### src/rtl/qea_host_sequencer_if.sv
// qea_host_sequencer_if: host/QEA bus bundle for the sequencer; carries o_exec_cycles when HOST_CYCLE_COUNT_EN is defined
interface qea_host_sequencer_if #(
  parameter int PE_NUM                  = 4,
  parameter int MAX_QBIT_WIDTH          = 6,
  parameter int STATE_DATA_WIDTH        = 64,
  parameter int STATE_ADDR_WIDTH        = 16,
  parameter int GATE_CONTEXT_DATA_WIDTH = 64,
  parameter int GATE_CONTEXT_ADDR_WIDTH = 16
);
  localparam int WW = PE_NUM * STATE_DATA_WIDTH;
  logic                               i_cfg_start;
  logic [MAX_QBIT_WIDTH-1:0]          i_qbit_num;
  logic [GATE_CONTEXT_ADDR_WIDTH-1:0] i_ins_num;
  logic                               s_ctx_valid;
  logic                               s_ctx_ready;
  logic [GATE_CONTEXT_DATA_WIDTH-1:0] s_ctx_data;
  logic                               o_ctx_en;
  logic                               o_ctx_wea;
  logic [GATE_CONTEXT_ADDR_WIDTH-1:0] o_ctx_addr;
  logic [GATE_CONTEXT_DATA_WIDTH-1:0] o_ctx_data;
  logic                               o_state_ena;
  logic                               o_state_wea;
  logic [STATE_ADDR_WIDTH-1:0]        o_state_addra;
  logic [WW-1:0]                      o_state_dina;
  logic                               o_qea_start;
  logic                               i_qea_complete;
  logic [WW-1:0]                      i_state_dout;
  logic                               m_out_valid;
  logic                               m_out_ready;
  logic [WW-1:0]                      m_out_data;
  logic                               o_busy;
  logic                               o_done;
  logic                               o_err;
`ifdef HOST_CYCLE_COUNT_EN
  logic [31:0]                        o_exec_cycles;
`endif
  modport master (
    input  i_cfg_start, i_qbit_num, i_ins_num, s_ctx_valid, s_ctx_data,
    input  i_qea_complete, i_state_dout, m_out_ready,
    output s_ctx_ready, o_ctx_en, o_ctx_wea, o_ctx_addr, o_ctx_data,
    output o_state_ena, o_state_wea, o_state_addra, o_state_dina,
    output o_qea_start, m_out_valid, m_out_data, o_busy, o_done, o_err
`ifdef HOST_CYCLE_COUNT_EN
    , output o_exec_cycles
`endif
  );
  modport slave (
    output i_cfg_start, i_qbit_num, i_ins_num, s_ctx_valid, s_ctx_data,
    output i_qea_complete, i_state_dout, m_out_ready,
    input  s_ctx_ready, o_ctx_en, o_ctx_wea, o_ctx_addr, o_ctx_data,
    input  o_state_ena, o_state_wea, o_state_addra, o_state_dina,
    input  o_qea_start, m_out_valid, m_out_data, o_busy, o_done, o_err
`ifdef HOST_CYCLE_COUNT_EN
    , input o_exec_cycles
`endif
  );
endinterface

### src/rtl/qea_host_sequencer.sv
// qea_host_sequencer: QEA load/init/run/readback automation; HOST_CYCLE_COUNT_EN adds the o_exec_cycles run counter
module qea_host_sequencer #(
  parameter int PE_NUM_WIDTH            = 2,
  parameter int PE_NUM                  = 4,
  parameter int DATA_WIDTH              = 32,
  parameter int MAX_QBIT_WIDTH          = 6,
  parameter int STATE_DATA_WIDTH        = 64,
  parameter int STATE_ADDR_WIDTH        = 16,
  parameter int GATE_CONTEXT_DATA_WIDTH = 64,
  parameter int GATE_CONTEXT_ADDR_WIDTH = 16,
  parameter int NUM_FRAC_BIT            = 30,
  parameter int RD_LATENCY              = 1
) (
  input logic clk,
  input logic rst,
  qea_host_sequencer_if.master bus
);
  localparam int WW = PE_NUM * STATE_DATA_WIDTH;
  localparam int AW = STATE_ADDR_WIDTH + 1;
  localparam logic [WW-1:0] INIT_WORD = WW'(1) << (WW - DATA_WIDTH + NUM_FRAC_BIT);
  localparam logic [MAX_QBIT_WIDTH-1:0] QMIN = MAX_QBIT_WIDTH'(PE_NUM_WIDTH);
  localparam logic [MAX_QBIT_WIDTH-1:0] QMAX = MAX_QBIT_WIDTH'(STATE_ADDR_WIDTH + PE_NUM_WIDTH);
  typedef enum logic [3:0] {IDLE, LOAD_CTX, INIT_STATE, START, RUN, RD_ISSUE, RD_WAIT, RD_HOLD, DONE} state_t;
  state_t                             r_state, w_next;
  logic [GATE_CONTEXT_ADDR_WIDTH-1:0] r_ins, r_k;
  logic [GATE_CONTEXT_ADDR_WIDTH-1:0] r_ctx_addr;
  logic [GATE_CONTEXT_DATA_WIDTH-1:0] r_ctx_data;
  logic [AW-1:0]                      r_n, r_j;
  logic [2:0]                         r_lat;
  logic [WW-1:0]                      r_data;
  logic                               r_ctx_en, r_first, r_err;
  logic                               w_cfg_ok, w_ctx_hs, w_last, w_rd_done;
  logic [MAX_QBIT_WIDTH-1:0]          w_shift;
  assign w_cfg_ok  = bus.i_ins_num != '0 && bus.i_qbit_num >= QMIN && bus.i_qbit_num <= QMAX;
  assign w_shift   = bus.i_qbit_num - QMIN;
  assign w_ctx_hs  = r_state == LOAD_CTX && bus.s_ctx_valid;
  assign w_last    = r_j == r_n - 1'b1;
  assign w_rd_done = r_state == RD_WAIT && r_lat == 3'(RD_LATENCY - 1);
  always_comb begin
    w_next = r_state;
    case (r_state)
      IDLE:       w_next = bus.i_cfg_start && w_cfg_ok ? LOAD_CTX : IDLE;
      LOAD_CTX:   w_next = w_ctx_hs && r_k == r_ins - 1'b1 ? INIT_STATE : LOAD_CTX;
      INIT_STATE: w_next = w_last ? START : INIT_STATE;
      START:      w_next = RUN;
      RUN:        w_next = !r_first && bus.i_qea_complete ? RD_ISSUE : RUN;
      RD_ISSUE:   w_next = RD_WAIT;
      RD_WAIT:    w_next = w_rd_done ? RD_HOLD : RD_WAIT;
      RD_HOLD:    w_next = !bus.m_out_ready ? RD_HOLD : w_last ? DONE : RD_ISSUE;
      default:    w_next = IDLE;
    endcase
  end
  always_ff @(posedge clk) begin
    if (rst) begin
      r_state    <= IDLE;
      r_ins      <= '0;
      r_k        <= '0;
      r_n        <= '0;
      r_j        <= '0;
      r_lat      <= '0;
      r_data     <= '0;
      r_ctx_en   <= 1'b0;
      r_ctx_addr <= '0;
      r_ctx_data <= '0;
      r_first    <= 1'b0;
      r_err      <= 1'b0;
    end else begin
      r_state  <= w_next;
      r_err    <= r_state == IDLE && bus.i_cfg_start && !w_cfg_ok;
      r_ctx_en <= w_ctx_hs;
      r_first  <= r_state == START;
      r_lat    <= r_state == RD_WAIT ? r_lat + 1'b1 : '0;
      if (r_state == IDLE && bus.i_cfg_start) begin
        r_ins <= bus.i_ins_num;
        r_n   <= AW'(1) << w_shift;
        r_k   <= '0;
        r_j   <= '0;
      end
      if (w_ctx_hs) begin
        r_ctx_addr <= r_k;
        r_ctx_data <= bus.s_ctx_data;
        r_k        <= r_k + 1'b1;
      end
      // j is reused: init write address, then rewound to 0 for readback
      if (r_state == INIT_STATE) r_j <= w_last ? '0 : r_j + 1'b1;
      if (r_state == RD_HOLD && bus.m_out_ready) r_j <= r_j + 1'b1;
      if (w_rd_done) r_data <= bus.i_state_dout;
    end
  end
`ifdef HOST_CYCLE_COUNT_EN
  logic [31:0] r_cyc;
  always_ff @(posedge clk) begin
    if (rst) r_cyc <= '0;
    else if (r_state == START) r_cyc <= '0;
    else if (r_state == RUN && r_cyc != '1) r_cyc <= r_cyc + 1'b1;
  end
  assign bus.o_exec_cycles = r_cyc;
`endif
  assign bus.s_ctx_ready   = r_state == LOAD_CTX;
  assign bus.o_ctx_en      = r_ctx_en;
  assign bus.o_ctx_wea     = r_ctx_en;
  assign bus.o_ctx_addr    = r_ctx_addr;
  assign bus.o_ctx_data    = r_ctx_data;
  assign bus.o_state_ena   = r_state == INIT_STATE || r_state == RD_ISSUE;
  assign bus.o_state_wea   = r_state == INIT_STATE;
  assign bus.o_state_addra = r_j[STATE_ADDR_WIDTH-1:0];
  assign bus.o_state_dina  = r_state == INIT_STATE && r_j == '0 ? INIT_WORD : '0;
  assign bus.o_qea_start   = r_state == START;
  assign bus.m_out_valid   = r_state == RD_HOLD;
  assign bus.m_out_data    = r_data;
  assign bus.o_busy        = r_state != IDLE;
  assign bus.o_done        = r_state == DONE;
  assign bus.o_err         = r_err;
endmodule

### src/flat_wrapper.sv
// flat-port wrapper written by rule: the top's interface ports become plain ports
module qea_host_sequencer_flat 
#(
  parameter int PE_NUM_WIDTH            = 2,
  parameter int PE_NUM                  = 4,
  parameter int DATA_WIDTH              = 32,
  parameter int MAX_QBIT_WIDTH          = 6,
  parameter int STATE_DATA_WIDTH        = 64,
  parameter int STATE_ADDR_WIDTH        = 16,
  parameter int GATE_CONTEXT_DATA_WIDTH = 64,
  parameter int GATE_CONTEXT_ADDR_WIDTH = 16,
  parameter int NUM_FRAC_BIT            = 30,
  parameter int RD_LATENCY              = 1
)
  (clk, rst, bus_i_cfg_start, bus_i_qbit_num, bus_i_ins_num, bus_s_ctx_valid, bus_s_ctx_data, bus_i_qea_complete, bus_i_state_dout, bus_m_out_ready, bus_s_ctx_ready, bus_o_ctx_en, bus_o_ctx_wea, bus_o_ctx_addr, bus_o_ctx_data, bus_o_state_ena, bus_o_state_wea, bus_o_state_addra, bus_o_state_dina, bus_o_qea_start, bus_m_out_valid, bus_m_out_data, bus_o_busy, bus_o_done, bus_o_err);
  qea_host_sequencer_if #(.PE_NUM(PE_NUM), .MAX_QBIT_WIDTH(MAX_QBIT_WIDTH), .STATE_DATA_WIDTH(STATE_DATA_WIDTH), .STATE_ADDR_WIDTH(STATE_ADDR_WIDTH), .GATE_CONTEXT_DATA_WIDTH(GATE_CONTEXT_DATA_WIDTH), .GATE_CONTEXT_ADDR_WIDTH(GATE_CONTEXT_ADDR_WIDTH)) bus_i ();
  input logic clk;
  input logic rst;
  input wire logic [$bits(bus_i.i_cfg_start)-1:0] bus_i_cfg_start;
  input wire logic [$bits(bus_i.i_qbit_num)-1:0] bus_i_qbit_num;
  input wire logic [$bits(bus_i.i_ins_num)-1:0] bus_i_ins_num;
  input wire logic [$bits(bus_i.s_ctx_valid)-1:0] bus_s_ctx_valid;
  input wire logic [$bits(bus_i.s_ctx_data)-1:0] bus_s_ctx_data;
  input wire logic [$bits(bus_i.i_qea_complete)-1:0] bus_i_qea_complete;
  input wire logic [$bits(bus_i.i_state_dout)-1:0] bus_i_state_dout;
  input wire logic [$bits(bus_i.m_out_ready)-1:0] bus_m_out_ready;
  output wire logic [$bits(bus_i.s_ctx_ready)-1:0] bus_s_ctx_ready;
  output wire logic [$bits(bus_i.o_ctx_en)-1:0] bus_o_ctx_en;
  output wire logic [$bits(bus_i.o_ctx_wea)-1:0] bus_o_ctx_wea;
  output wire logic [$bits(bus_i.o_ctx_addr)-1:0] bus_o_ctx_addr;
  output wire logic [$bits(bus_i.o_ctx_data)-1:0] bus_o_ctx_data;
  output wire logic [$bits(bus_i.o_state_ena)-1:0] bus_o_state_ena;
  output wire logic [$bits(bus_i.o_state_wea)-1:0] bus_o_state_wea;
  output wire logic [$bits(bus_i.o_state_addra)-1:0] bus_o_state_addra;
  output wire logic [$bits(bus_i.o_state_dina)-1:0] bus_o_state_dina;
  output wire logic [$bits(bus_i.o_qea_start)-1:0] bus_o_qea_start;
  output wire logic [$bits(bus_i.m_out_valid)-1:0] bus_m_out_valid;
  output wire logic [$bits(bus_i.m_out_data)-1:0] bus_m_out_data;
  output wire logic [$bits(bus_i.o_busy)-1:0] bus_o_busy;
  output wire logic [$bits(bus_i.o_done)-1:0] bus_o_done;
  output wire logic [$bits(bus_i.o_err)-1:0] bus_o_err;
  assign bus_i.i_cfg_start = bus_i_cfg_start;
  assign bus_i.i_qbit_num = bus_i_qbit_num;
  assign bus_i.i_ins_num = bus_i_ins_num;
  assign bus_i.s_ctx_valid = bus_s_ctx_valid;
  assign bus_i.s_ctx_data = bus_s_ctx_data;
  assign bus_i.i_qea_complete = bus_i_qea_complete;
  assign bus_i.i_state_dout = bus_i_state_dout;
  assign bus_i.m_out_ready = bus_m_out_ready;
  assign bus_s_ctx_ready = bus_i.s_ctx_ready;
  assign bus_o_ctx_en = bus_i.o_ctx_en;
  assign bus_o_ctx_wea = bus_i.o_ctx_wea;
  assign bus_o_ctx_addr = bus_i.o_ctx_addr;
  assign bus_o_ctx_data = bus_i.o_ctx_data;
  assign bus_o_state_ena = bus_i.o_state_ena;
  assign bus_o_state_wea = bus_i.o_state_wea;
  assign bus_o_state_addra = bus_i.o_state_addra;
  assign bus_o_state_dina = bus_i.o_state_dina;
  assign bus_o_qea_start = bus_i.o_qea_start;
  assign bus_m_out_valid = bus_i.m_out_valid;
  assign bus_m_out_data = bus_i.m_out_data;
  assign bus_o_busy = bus_i.o_busy;
  assign bus_o_done = bus_i.o_done;
  assign bus_o_err = bus_i.o_err;
  qea_host_sequencer #(.PE_NUM_WIDTH(PE_NUM_WIDTH), .PE_NUM(PE_NUM), .DATA_WIDTH(DATA_WIDTH), .MAX_QBIT_WIDTH(MAX_QBIT_WIDTH), .STATE_DATA_WIDTH(STATE_DATA_WIDTH), .STATE_ADDR_WIDTH(STATE_ADDR_WIDTH), .GATE_CONTEXT_DATA_WIDTH(GATE_CONTEXT_DATA_WIDTH), .GATE_CONTEXT_ADDR_WIDTH(GATE_CONTEXT_ADDR_WIDTH), .NUM_FRAC_BIT(NUM_FRAC_BIT), .RD_LATENCY(RD_LATENCY)) u_core (.clk(clk), .rst(rst), .bus(bus_i));
endmodule
### config.mk
export PLATFORM = sky130hd
export DESIGN_NAME = qea_host_sequencer_flat
export DESIGN_NICKNAME = d
export VERILOG_FILES = /design/src/rtl/qea_host_sequencer_if.sv /design/src/rtl/qea_host_sequencer.sv /design/src/flat_wrapper.sv
export SDC_FILE = /design/constraint.sdc
export NUM_CORES = 1
export LEC_CHECK = 0
export CORE_AREA = 5 5 369 371
export DETAILED_ROUTE_END_ITERATION = 8
export DIE_AREA = 0 0 374 376
export SYNTH_ARGS = -nofsm -noshare
export SYNTH_HDL_FRONTEND = slang
export SYNTH_SLANG_ARGS = --single-unit
### constraint.sdc
create_clock -name clk -period 3.1 [get_ports clk]
set_input_delay 0.62 -clock clk [delete_from_list [all_inputs] [get_ports clk]]
set_output_delay 0.62 -clock clk [all_outputs]
set_load 0.05 [all_outputs]
==> results.toml <==
[status]
status = "completed"

[logic_synthesis]
synth_async_sr_flop_share_pct = 0
yosysWarnings = 0
synth_edf_count = 0
synth-seq-cells = 412
postSynthAreaPerCell_sq_um = 7.73
seq_area_frac_synth_pct = 45.5
synth_cell_type_count = 67
synth_top_flop_cell = "dfxtp_1"
synthCells = 2343
synth_area_sq_um = 18100

[place]
place.gp.congestion = 0.875
detailed_place_hpwl_mm = 71.4
io_buffers = 710
dp_cells = 4678

[cells_and_area]
final_common_cell = "nand2_1"
final_cells = 4790
area_growth_pct = 55.2
layout_common_cells = "nand2_1, clkdlybuf4s50_1, dfxtp_1"
finish.net_count = 3324
drive_above_1_share_pct = 4.91
multi_input_area_sq_um = 8160
fill_cells = 14675
register_area_sq_um = 8250

[clock_network]
clockRootBuffer = "clkbuf_16"
cts_tree = "built"
clockBufferDepth = 3
numCtsBuffers = 55
htree_levels = 2
clock_latency_ps = 680
clkTransAtPathRegs_ps = 50
clkSinkCount = 412
hold_buffers = 0

[sta]
skew_ps = 80.7
tns_ps = 0
rsz0062_at_grt = "false"
worstMarginPinSlew_ps = 863
finalMaxSlewViolations = 0
finalHoldViolCount = 0
max_freq_mhz = 340
layout_min_cycle_time_ps = 2950
period_share_pct = 95.0
slew_headroom_pct = 42.5
setup_viol = 0

[grt]
grt_max_degree = 149
grt_util_all_layers_pct = 11.9
grt_antenna_before_repair = 38
grt_first_pass_wirelength_mm = 123
overflow = 0
grt_pass1_vias = 16435

[critical_path]
path_class = "reg -> out"
crit_required_ps = 2480
cp_data_arrival_time_ps = 2330
cp_max_fo = 11
cp-start-kind = "flop"
critical_path.endpoint_type = "primary output"

[die]
core-area_sq_um = 133000
die_area_sq_um = 141000
fp.dieH_um = 376
rows = 134
num_io_pins = 966
start_util_pct = 13.7
die_w_um = 374

[power_and_ir_drop]
p_total_mw = 14.2
powerDensity_nw_per_um2 = 505
ir_drop_mv = 0.592
leakage_nw = 9.55

[routing]
dr_total_vias = 17391
first_pass_iters = 6
viasPerCell = 3.63
drt_iter0_markers = 971
antenna_left = 0
drc = 0
wire_per_inst_um = 18.8
drt_wl_total_mm = 90.0

[job]
maxCapViolCount = 0

[worst_hold_path]
hold_class = "reg -> reg"
## cells in the mapped netlist (all sizes together), types with 3 or more instances
| library cell | instances | area, sq um |
|---|---|---|
| xor2 | 22 | 193 |
| mux2 | 4 | 45.0 |
| nor3 | 25 | 130 |
| nand4b | 3 | 26.3 |
| nand2 | 735 | 2760 |
| inv | 21 | 78.8 |
| nor2b | 5 | 31.3 |
| and4 | 3 | 26.3 |
| nor4b | 5 | 50.0 |
| dfxtp | 412 | 8250 |
| o211ai | 7 | 52.6 |
| a21oi | 370 | 1850 |
| mux2i | 4 | 40.0 |
| nand3b | 4 | 30.0 |
| o21ai | 11 | 55.1 |
| nor4 | 18 | 119 |
| a211oi | 5 | 37.5 |
| nor2 | 78 | 293 |
| and3 | 12 | 75.1 |
| ha | 9 | 113 |
| or4b | 3 | 33.8 |
| or4 | 6 | 48.8 |
| nand3 | 28 | 145 |
| o31ai | 3 | 22.5 |
| buf | 284 | 2100 |
| clkbuf | 141 | 529 |
| a22oi | 19 | 143 |
| nand4 | 12 | 75.1 |
| a31oi | 9 | 56.3 |
| a21o | 3 | 22.5 |
| xnor2 | 33 | 289 |
| a32oi | 4 | 35.0 |
| nand2b | 6 | 37.5 |
| or3 | 10 | 62.6 |
## timing repair
action,4_1_cts,5_1_grt
gates resized for setup,4,2
endpoints found under the hold margin,0,0
endpoints found under the setup margin,4,2
setup buffers,0,0
## sequential cells by signal (all words and copies together) (netlist names)
signal / cells
u_core.bus.o_ctx_addr: 16
u_core.r_j: 17
u_core.bus.o_ctx_en: 1
u_core.r_state: 4
u_core.r_ins: 16
u_core.bus.o_ctx_data: 64
u_core.r_lat: 3
u_core.r_first: 1
u_core.r_k: 16
u_core.r_n: 17
u_core.bus.o_err: 1
u_core.bus.m_out_data: 256
## worst max-delay path, cell delays in order, from the launching register on
cell,delay [ps]
dfxtp_1,570
nor4b_1,290
clkdlybuf4s50_1,870
## area by class of cell
| type | instances | share of cell area, % |
|---|---|---|
| clock buffer | 80 | 5.55 |
| sequential | 412 | 29.3 |
| clock inverter | 22 | 1.41 |
| timing repair buffer | 738 | 26.5 |
| inverter | 21 | 0.280 |
| multi-input combinational | 1739 | 29.0 |
| tap | 1768 | 7.87 |
| antenna | 10 | 0.0890 |
## layer usage
layer  GRT usage [%]  share of wire [%]
met1            13.2                 38
met2            21.1                 50
met5               0               0.18
met3            4.74                9.5
met4            3.15                2.5
## report_power, final
group	switching [mW]	internal [mW]	leakage, nW
combinational	1.30	0.605	5.29
sequential	0.0500	5.35	3.32
clock	2.72	4.18	0.937
## final timing paths
check | startpoint | end | slack (ps) | depth (start not counted)
hold reg to reg | u_core.bus.m_out_data[144] | u_core.bus.m_out_data[144] | 450 | 2
setup reg to reg | u_core.r_n[0] | u_core.r_j[3] | 280 | 10
setup / recovery | u_core.r_state[3] | bus_o_done | 150 | 2
hold / removal | u_core.bus.m_out_data[144] | u_core.bus.m_out_data[144] | 450 | 2
## through the flow
step / util (%) / instance area (sq um) / hold slack (ps) / setup slack [ps]
final: 21.2 / 28100 / 451 / 155
after floorplan: - / 19100 / 417 / 103
after detailed placement: 19.7 / 26100 / 441 / 219
after CTS: 21.2 / 28100 / 370 / 14.2
after global placement: 19.7 / 26100 / 429 / 184
after global routing: 21.2 / 28100 / 435 / 18.1
## logic make-up (layout without fill, tap and decap cells)
logic type / after synthesis / count (layout) / synth area share (%)
fa+ha+maj: 9 / 9 / 0.621
simple gates: 959 / 959 / 22.1
xor+xnor: 55 / 55 / 2.66
compound gates: 453 / 453 / 13.7
flops: 412 / 412 / 45.5
buf+inv: 446 / 861 / 15.0
other cells: 1 / 265 / 0.0207
mux: 8 / 8 / 0.469
Note: power is estimated with default switching activity, not from simulation.
